File: src/rtl/global_pkg.sv
`default_nettype none
// ============================================================================
//  Module      : global_pkg
//  Description : Shared types and constants for the ALU and its control unit.
//  Revision    : 1.0 - initial release with cpu_ctrl support
// ============================================================================
package global_pkg;

   typedef enum logic [4:0] {
      nop      = 5'd0,
      op_lda   = 5'd1,
      op_ldb   = 5'd2,
      op_add   = 5'd3,
      op_sub   = 5'd4,
      op_and   = 5'd5,
      op_or    = 5'd6,
      op_xor   = 5'd7,
      op_not   = 5'd8,
      op_shl   = 5'd9,
      op_shr   = 5'd10,
      op_oeacc = 5'd11
   } alu_op;

   localparam logic [4:0] c_alu_op_last = 5'd11;

   typedef enum logic [2:0] {
      ST_IDLE     = 3'd0,
      ST_FETCH    = 3'd1,
      ST_DECODE   = 3'd2,
      ST_EXEC     = 3'd3,
      ST_FETCH_T  = 3'd4,
      ST_DECODE_T = 3'd5,
      ST_HALT     = 3'd6
   } ctrl_state_t;

   localparam logic [1:0] INS_ALU = 2'b00;
   localparam logic [1:0] INS_LDI = 2'b01;
   localparam logic [1:0] INS_JMP = 2'b10;
   localparam logic [1:0] INS_HLT = 2'b11;

   localparam logic [1:0] COND_ALWAYS = 2'b00;
   localparam logic [1:0] COND_Z      = 2'b01;
   localparam logic [1:0] COND_C      = 2'b10;
   localparam logic [1:0] COND_N      = 2'b11;

   function automatic logic is_alu_code(input logic [4:0] code);
      return code <= c_alu_op_last;
   endfunction

endpackage
`default_nettype wire

File: src/rtl/cpu_ctrl.sv
`default_nettype none
// ============================================================================
//  Module      : cpu_ctrl
//  Description : Fetch/decode/execute sequencer driving the ALU from ROM code.
//  Revision    : 1.0 - initial release
// ============================================================================
module cpu_ctrl
   import global_pkg::*;
#(
   parameter int PC_W    = 12,
   parameter int ROM_LAT = 1
)(
   input  logic            Clk,
   input  logic            Rst,
   input  logic            Start,
   output logic [PC_W-1:0] ROM_addr,
   input  logic [11:0]     ROM_data,
   output alu_op           ALU_op,
   output logic [7:0]      InData,
   input  logic            FlagZ,
   input  logic            FlagC,
   input  logic            FlagN,
   input  logic            FlagE,
   output logic            Busy,
   output logic            Halted,
   output logic            Illegal
);

   localparam logic [PC_W-1:0] c_pc_one = PC_W'(1);

   ctrl_state_t     r_state, w_state_next;
   logic [PC_W-1:0] r_pc, w_pc_next;
   logic [1:0]      r_ir_cond, w_ir_cond_next;
   logic [PC_W-1:0] r_rom_addr, w_rom_addr_next;
   alu_op           r_alu_op, w_alu_op_next;
   logic [7:0]      r_indata, w_indata_next;
   logic            r_busy, w_busy_next;
   logic            r_halted, w_halted_next;
   logic            r_illegal, w_illegal_next;

   function automatic logic f_cond_met(input logic [1:0] cond, input logic z,
                                       input logic c, input logic n);
      case (cond)
         COND_Z:  return z;
         COND_C:  return c;
         COND_N:  return n;
         default: return 1'b1;
      endcase
   endfunction

   always_ff @(posedge Clk or posedge Rst) begin
      if (Rst) begin
         r_state    <= ST_IDLE;
         r_pc       <= '0;
         r_ir_cond  <= '0;
         r_rom_addr <= '0;
         r_alu_op   <= nop;
         r_indata   <= '0;
         r_busy     <= 1'b0;
         r_halted   <= 1'b0;
         r_illegal  <= 1'b0;
      end else begin
         r_state    <= w_state_next;
         r_pc       <= w_pc_next;
         r_ir_cond  <= w_ir_cond_next;
         r_rom_addr <= w_rom_addr_next;
         r_alu_op   <= w_alu_op_next;
         r_indata   <= w_indata_next;
         r_busy     <= w_busy_next;
         r_halted   <= w_halted_next;
         r_illegal  <= w_illegal_next;
      end
   end

   // Outputs are registered from next-state values, so each appears in the
   // same cycle as the state it belongs to.
   always_comb begin
      w_state_next   = r_state;
      w_pc_next      = r_pc;
      w_ir_cond_next = r_ir_cond;
      w_alu_op_next  = nop;
      w_indata_next  = r_indata;
      w_illegal_next = r_illegal;

      case (r_state)
         ST_IDLE: begin
            if (Start) begin
               w_state_next   = ST_FETCH;
               w_pc_next      = '0;
               w_illegal_next = 1'b0;
            end
         end
         ST_HALT: begin
            // PC already points past the HLT word, so execution resumes there.
            if (Start) begin
               w_state_next   = ST_FETCH;
               w_illegal_next = 1'b0;
            end
         end
         ST_FETCH: begin
            w_pc_next    = r_pc + c_pc_one;
            w_state_next = ST_DECODE;
         end
         ST_DECODE: begin
            w_ir_cond_next = ROM_data[9:8];
            case (ROM_data[11:10])
               INS_ALU: begin
                  w_state_next  = ST_EXEC;
                  w_indata_next = 8'h00;
                  if (is_alu_code(ROM_data[4:0])) begin
                     w_alu_op_next = alu_op'(ROM_data[4:0]);
                  end else begin
                     w_illegal_next = 1'b1;
                  end
               end
               INS_LDI: begin
                  w_state_next  = ST_EXEC;
                  w_alu_op_next = ROM_data[8] ? op_ldb : op_lda;
                  w_indata_next = ROM_data[7:0];
               end
               INS_JMP: w_state_next = ST_FETCH_T;
               default: w_state_next = ST_HALT;
            endcase
         end
         ST_EXEC: begin
            w_state_next = ST_FETCH;
         end
         ST_FETCH_T: begin
            w_pc_next    = r_pc + c_pc_one;
            w_state_next = ST_DECODE_T;
         end
         ST_DECODE_T: begin
            if (f_cond_met(r_ir_cond, FlagZ, FlagC, FlagN)) begin
               w_pc_next = ROM_data[PC_W-1:0];
            end
            w_state_next = ST_FETCH;
         end
         default: begin
            w_state_next = ST_IDLE;
         end
      endcase

      w_rom_addr_next = r_rom_addr;
      if (w_state_next == ST_FETCH || w_state_next == ST_FETCH_T) begin
         w_rom_addr_next = w_pc_next;
      end
      w_busy_next   = (w_state_next != ST_IDLE) && (w_state_next != ST_HALT);
      w_halted_next = (w_state_next == ST_HALT);
   end

   assign ROM_addr = r_rom_addr;
   assign ALU_op   = r_alu_op;
   assign InData   = r_indata;
   assign Busy     = r_busy;
   assign Halted   = r_halted;
   assign Illegal  = r_illegal;

   logic w_unused;
   assign w_unused = &{1'b0, FlagE, (ROM_LAT == 1)};

endmodule
`default_nettype wire

File: config.mk
export PLATFORM = sky130hd
export DESIGN_NAME = cpu_ctrl
export DESIGN_NICKNAME = d
export VERILOG_FILES = /design/src/rtl/global_pkg.sv /design/src/rtl/cpu_ctrl.sv
export SDC_FILE = /design/constraint.sdc
export NUM_CORES = 1
export LEC_CHECK = 0
export ABC_AREA = 0
export ABC_CLOCK_PERIOD_IN_PS = 2250
export BUFFER_PORTS_ARGS = -buffer_cell sky130_fd_sc_hd__buf_2
export CAP_MARGIN = 20
export CELL_PAD_IN_SITES_DETAIL_PLACEMENT = 1
export CELL_PAD_IN_SITES_GLOBAL_PLACEMENT = 1
export CORE_ASPECT_RATIO = 1.75
export CORE_MARGIN = 2
export CORE_UTILIZATION = 42
export DETAILED_ROUTE_END_ITERATION = 7
export PLACE_DENSITY_LB_ADDON = 0.1
export SLEW_MARGIN = 20
export SYNTH_ARGS = -nofsm -noshare
export SYNTH_HDL_FRONTEND = slang
export SYNTH_SLANG_ARGS = --single-unit
File: constraint.sdc
create_clock -name Clk -period 2.25 [get_ports Clk]
set_input_delay 0.1125 -clock Clk [delete_from_list [all_inputs] [get_ports Clk]]
set_output_delay 0.1125 -clock Clk [all_outputs]
set_load 0.03 [all_outputs]
### After elaboration in Yosys (flattened, before gate mapping)

Index checks and enable logic that the tools add are counted.

* output and inout bits: 28
* input port bits: 19
* logic and storage cells: 59
* register bits: 45

* multiplexer cells: 17
* magnitude comparators: 1
* eq/ne operators: 18
* $add $sub $neg: 1
* reduce and logical (&&, ||, !) cells: 13

Operator list (count)
* case mux 12 bit (3 select lines): 1
* two-way mux 12 bit: 2
* case mux 8 bit (2 select lines): 1
* == test 3 bit, second input constant: 5
* case mux 3 bit (5 select lines): 1
* adder 12 x 1 -> 12 bit, second input constant: 1
* two-way mux 5 bit: 2
* case mux 5 bit (2 select lines): 1
* OR reduction 2 bit: 4
* == test 2 bit, second input constant: 3
* == test 3 x 1 -> 1 bit, second input constant: 2
* == test 3 x 2 -> 1 bit, second input constant: 2
* case mux 3 bit (2 select lines): 1
* <= comparator 5 x 4 -> 1 bit, second input constant: 1
* == test 2 x 1 -> 1 bit, second input constant: 2
* two-way mux 1 bit: 4
* != test 2 bit, second input constant: 2
* AND reduction 4 bit: 1
* nonzero test 2 bit: 2
* zero test 3 bit: 1
* two-way mux 3 bit: 1
* != test 3 bit, second input constant: 1
* case mux 1 bit (3 select lines): 1
* nonzero test 3 bit: 1
* other kinds (7): 7

### Depth between registers and ports, before layout

* depth in word-level cells: 6
* mapped depth: 7

### Least setup slack after synthesis

OpenSTA, ideal clock, no wires.

* path type: register to register
* start point: register r_ir_cond[1]
* end point: register r_rom_addr[6], in the netlist ROM_addr[6]
* cell stages (with the launch flop): 6
* slack: 0.434 ns
* buffers on the path: 0
* arrival: 1.691 ns
* library setup time: 0.125 ns
* data required time: 2.125 ns
* clock period less this slack: 1.816 ns
* path through: dfrtp_1 > mux2i_1 > mux2i_2 > mux2_4 > a221o_1 > mux2_2

* word-level cells in the longest chain between the ends: 5
* elaborated cells on any way between the ends: 7
* those cells by class: eq/ne: 3; mux: 4

RTL lines
* start, declared: line cpu_ctrl.sv:33 `logic [1:0] r_ir_cond, w_ir_cond_next;`
* start signal, assigned: line cpu_ctrl.sv:65 `r_ir_cond <= w_ir_cond_next;`
* == test 2 bit or == test 2 x 1 -> 1 bit (tied branches): line cpu_ctrl.sv:43 `case (cond)`
* case mux 1 bit (3 select lines) (*): line cpu_ctrl.sv:43
* two-way mux 1 bit (*): line cpu_ctrl.sv:85 `case (r_state)`
* two-way mux 12 bit (*): line cpu_ctrl.sv:133 `if (f_cond_met(r_ir_cond, FlagZ, FlagC, FlagN)) begin`
* case mux 12 bit (3 select lines) (*): line cpu_ctrl.sv:85
* net w_pc_next[6]: line cpu_ctrl.sv:32 `logic [PC_W-1:0] r_pc, w_pc_next;`
* end signal, assigned: line cpu_ctrl.sv:66 `r_rom_addr <= w_rom_addr_next;`
* end, declared: line cpu_ctrl.sv:34 `logic [PC_W-1:0] r_rom_addr, w_rom_addr_next;`

Mark *: on every way through the listed nets, which the timed path passes. The rest lies on a longest branch. The select of a mux whose other input is x is not followed.
A chain may end at the register's enable or synchronous reset.

### Worst setup path in the final report

* start point: register r_state[0]
* end point: register r_rom_addr[7], in the netlist ROM_addr[7]

* elaborated cells on any way between the ends: 16
* those cells by class: eq/ne: 8; mux: 3; reduce/logical: 5

RTL lines
* start, declared: line cpu_ctrl.sv:31 `ctrl_state_t r_state, w_state_next;`
* start signal, assigned: line cpu_ctrl.sv:63 `r_state <= w_state_next;`
* == test 3 bit or == test 3 x 1 -> 1 bit (tied branches): line cpu_ctrl.sv:85
* OR reduction 2 bit (no source line)
* case mux 12 bit (3 select lines) (*): line cpu_ctrl.sv:85
* net w_pc_next[7]: line cpu_ctrl.sv:32

Mark *: on every way through the listed nets, which the timed path passes. The rest lies on a longest branch.

==> run metrics <==
outcome complete, no violations; most frequent cells in the layout dfrtp_1, buf_2, nand2_1; Req. time, crit path 2.45 ns; DRT iter0 DRCs 40; gp weighted congestion just over 0.8; ys flop type dfrtp_1; Die H 103.2 microns; Final setup viols 0; Clk network pwr share around an eighth; CTS Sinks 45; vias per inst 5.504; f_max 0.5020 GHz; Final ANT Viol Nets 0; Area growth syn-to-layout 18.07%; Power Density 1439 nW/um^2; CP startpoint kind flop; via count 1965; met3 WL 203 microns; fraction of final layout cells sized beyond drive strength 1 28.83%; die area 6261 sq um; Clock Skew ~0.0073 ns; Clk Latency, worst-skew pair between 0.3 and 0.4 ns; crit path DAT 2.19 ns; synthesized instance count 229; total global-route track usage 21.56%; setup repair after global routing missed its margin no; Pint 2192 uW; WL met2 roughly 3.3 mm; Root Driver clkbuf_8; Worst VDD drop 0.0007016 V; clk buf depth 2; Post-DP HPWL 4.640 mm; Setup CP Type reg -> reg; htree depth 2; Met1 Routed Length around 2.3 mm; nets@finish 300; Hold Path Class in -> reg; Worst Path Max Fanout 10; area of the core 5495 sq um; crit-path cells xnor2_4, or2_1, o21ai_0, a221o_1, mux2_2; Post-synth EDFFs 0; drt first pass iters 4; CP endpoint kind flop; initial antenna violation count 0; setup tns final 0 ns; post-CTS setup repair buffer count 0; Crit-path slowest cell dfrtp_1; first-pass GRT wire length 9.998 mm; Max-Cap Viols 0; vias in the first global route between 2000 and 2500; DR top layer met4; Synth async-reset ratio 100.0%; Final Hold Viols 0; Initial Utilization 42.96%; CTS Hold Buffers Added 1; total CTS buffers 5; Avg Cell Area, Syn 10.31 sq um; count of cell types in the netlist 45; sw frac 45.37%; share of power burned in registers 35.0%; max incr delay on CP 0.53 ns; sequential-to-total area share from yosys stat a little under half; DRC viols 0; Fillers approximately 660; DR WL/cell 16.57 microns; post_cts resized 0; Rows 36; LEAKAGE between 0.001 and 0.0015 uW; diode count 0; synthesis-stage register bit count 45; final wirelength roughly 5.9 mm; worst setup margin 0.2581 ns; Reg clk slew, reported paths 0.08 ns; CTS tree yes; GRT overflow 0; post-layout min period 1.992 ns; DP Worst Slack around 0.28 ns; Syn Std Cell Area 2361 sq um; largest net degree at the start of global routing 24; synth warn 0; Synth Net Count 249; Port-buffer cells 45; switching power around 1800 uW; Final Max Slew Viols 0; Die X 60.68 microns; IO Pins 47; Tcrit/Tclk final 88.53%; combinational power share 52.9%
final timing paths:
| path | from | endpoint | slack, ns | depth (start not counted) |
|---|---|---|---|---|
| min in group asynchronous | Rst | ROM_addr[9] | 0.38 | 3 |
| hold reg to reg | InData[2] | InData[2] | 0.46 | 2 |
| setup / recovery | r_state[0] | ROM_addr[7] | 0.26 | 5 |
| setup reg to reg | r_state[0] | ROM_addr[7] | 0.26 | 5 |
| hold / removal | ROM_data[7] | InData[7] | 0.05 | 3 |
| max in group asynchronous | Rst | InData[1] | 1.20 | 4 |
power groups by stage:
| stage | Clock, uW | Sequential [uW] | Combinational [uW] |
|---|---|---|---|
| 3_5_place_dp | 0 | 1420 | 2140 |
| 4_1_cts | 508 | 1410 | 2160 |
| 2_1_floorplan | 0 | 1680 | 1300 |
| 5_1_grt | 536 | 1470 | 2340 |
| 3_3_place_gp | 0 | 1410 | 2100 |
| 6_report | 486 | 1400 | 2120 |
cell type report:
cell class	instances	area (sq um)	share of cell area, %
clock inverters	2	10.01	0.3591
clock buffers	6	72.57	2.603
multi-input cells	167	1151	41.29
inverters	4	15.01	0.5386
well taps	76	95.09	3.411
repair buffers	57	317.8	11.40
flip-flops and latches	45	1126	40.40
cells by family after synthesis:
kind of cell | count (synthesis) | synth area share (%)
other | 1 | 0.1588
XOR/XNOR | 3 | 1.908
flip-flops | 45 | 47.69
multiplexers | 25 | 11.82
AND/OR/NAND/NOR | 93 | 20.88
buffers and inverters | 17 | 3.550
adder cells (fa/ha/maj) | 1 | 0.5299
AO/OA/AOI/OAI | 44 | 13.46
through the flow:
| stage | util, % | hold WS (ns) | power (uW) | cell area, sq um | instances |
|---|---|---|---|---|---|
| final | 50.73 | 0.05436 | 4012 | 2788 | 357 |
| after detailed placement | 49.04 | 0.1606 | 3564 | 2695 | 348 |
| after floorplan | - | 0.2426 | 2975 | 2361 | 229 |
| after global placement | 49.04 | 0.1626 | 3506 | 2695 | 348 |
| after CTS | 50.73 | 0.04625 | 4074 | 2788 | 357 |
| after global routing | 50.73 | 0.05708 | 4347 | 2788 | 357 |
state kept, by name, summed over array words and instances, names as in the netlist, 2 cells and up:
signal,flops
r_state,3
r_ir_cond,2
InData,8
ALU_op,5
r_pc,12
ROM_addr,12
layer usage:
metal	GRT usage (%)	up-vias
li1	-	935
met1	23.47	976
met2	38.96	44
met3	3.731	10
met4	10.37	0
met5	0	-
synth_stat cells (4+ instances only):
master,number,area share (%)
mux2i_1,10,4.2
nor2b_1,11,2.9
dfrtp_1,45,48
clkbuf_1,6,0.95
o21ai_0,11,2.3
nor2_1,10,1.6
buf_2,4,0.85
nand2_1,22,3.5
a311oi_1,4,1.5
nand3_1,13,2.8
inv_1,4,0.64
and3_1,10,2.6
o221ai_1,7,2.6
nand2b_1,6,1.6
mux2_2,12,5.7
nor3_1,4,0.85
a21oi_1,7,1.5
critical path: cells and delay by family, from the launching register on:
| family | cells | cell delay, ns |
|---|---|---|
| flops | 1 | 0.53 |
| compound gates | 2 | 0.46 |
| simple gates | 1 | 0.32 |
| xor+xnor | 1 | 0.30 |
| mux | 1 | 0.26 |
(Power assumes the default switching activity.)
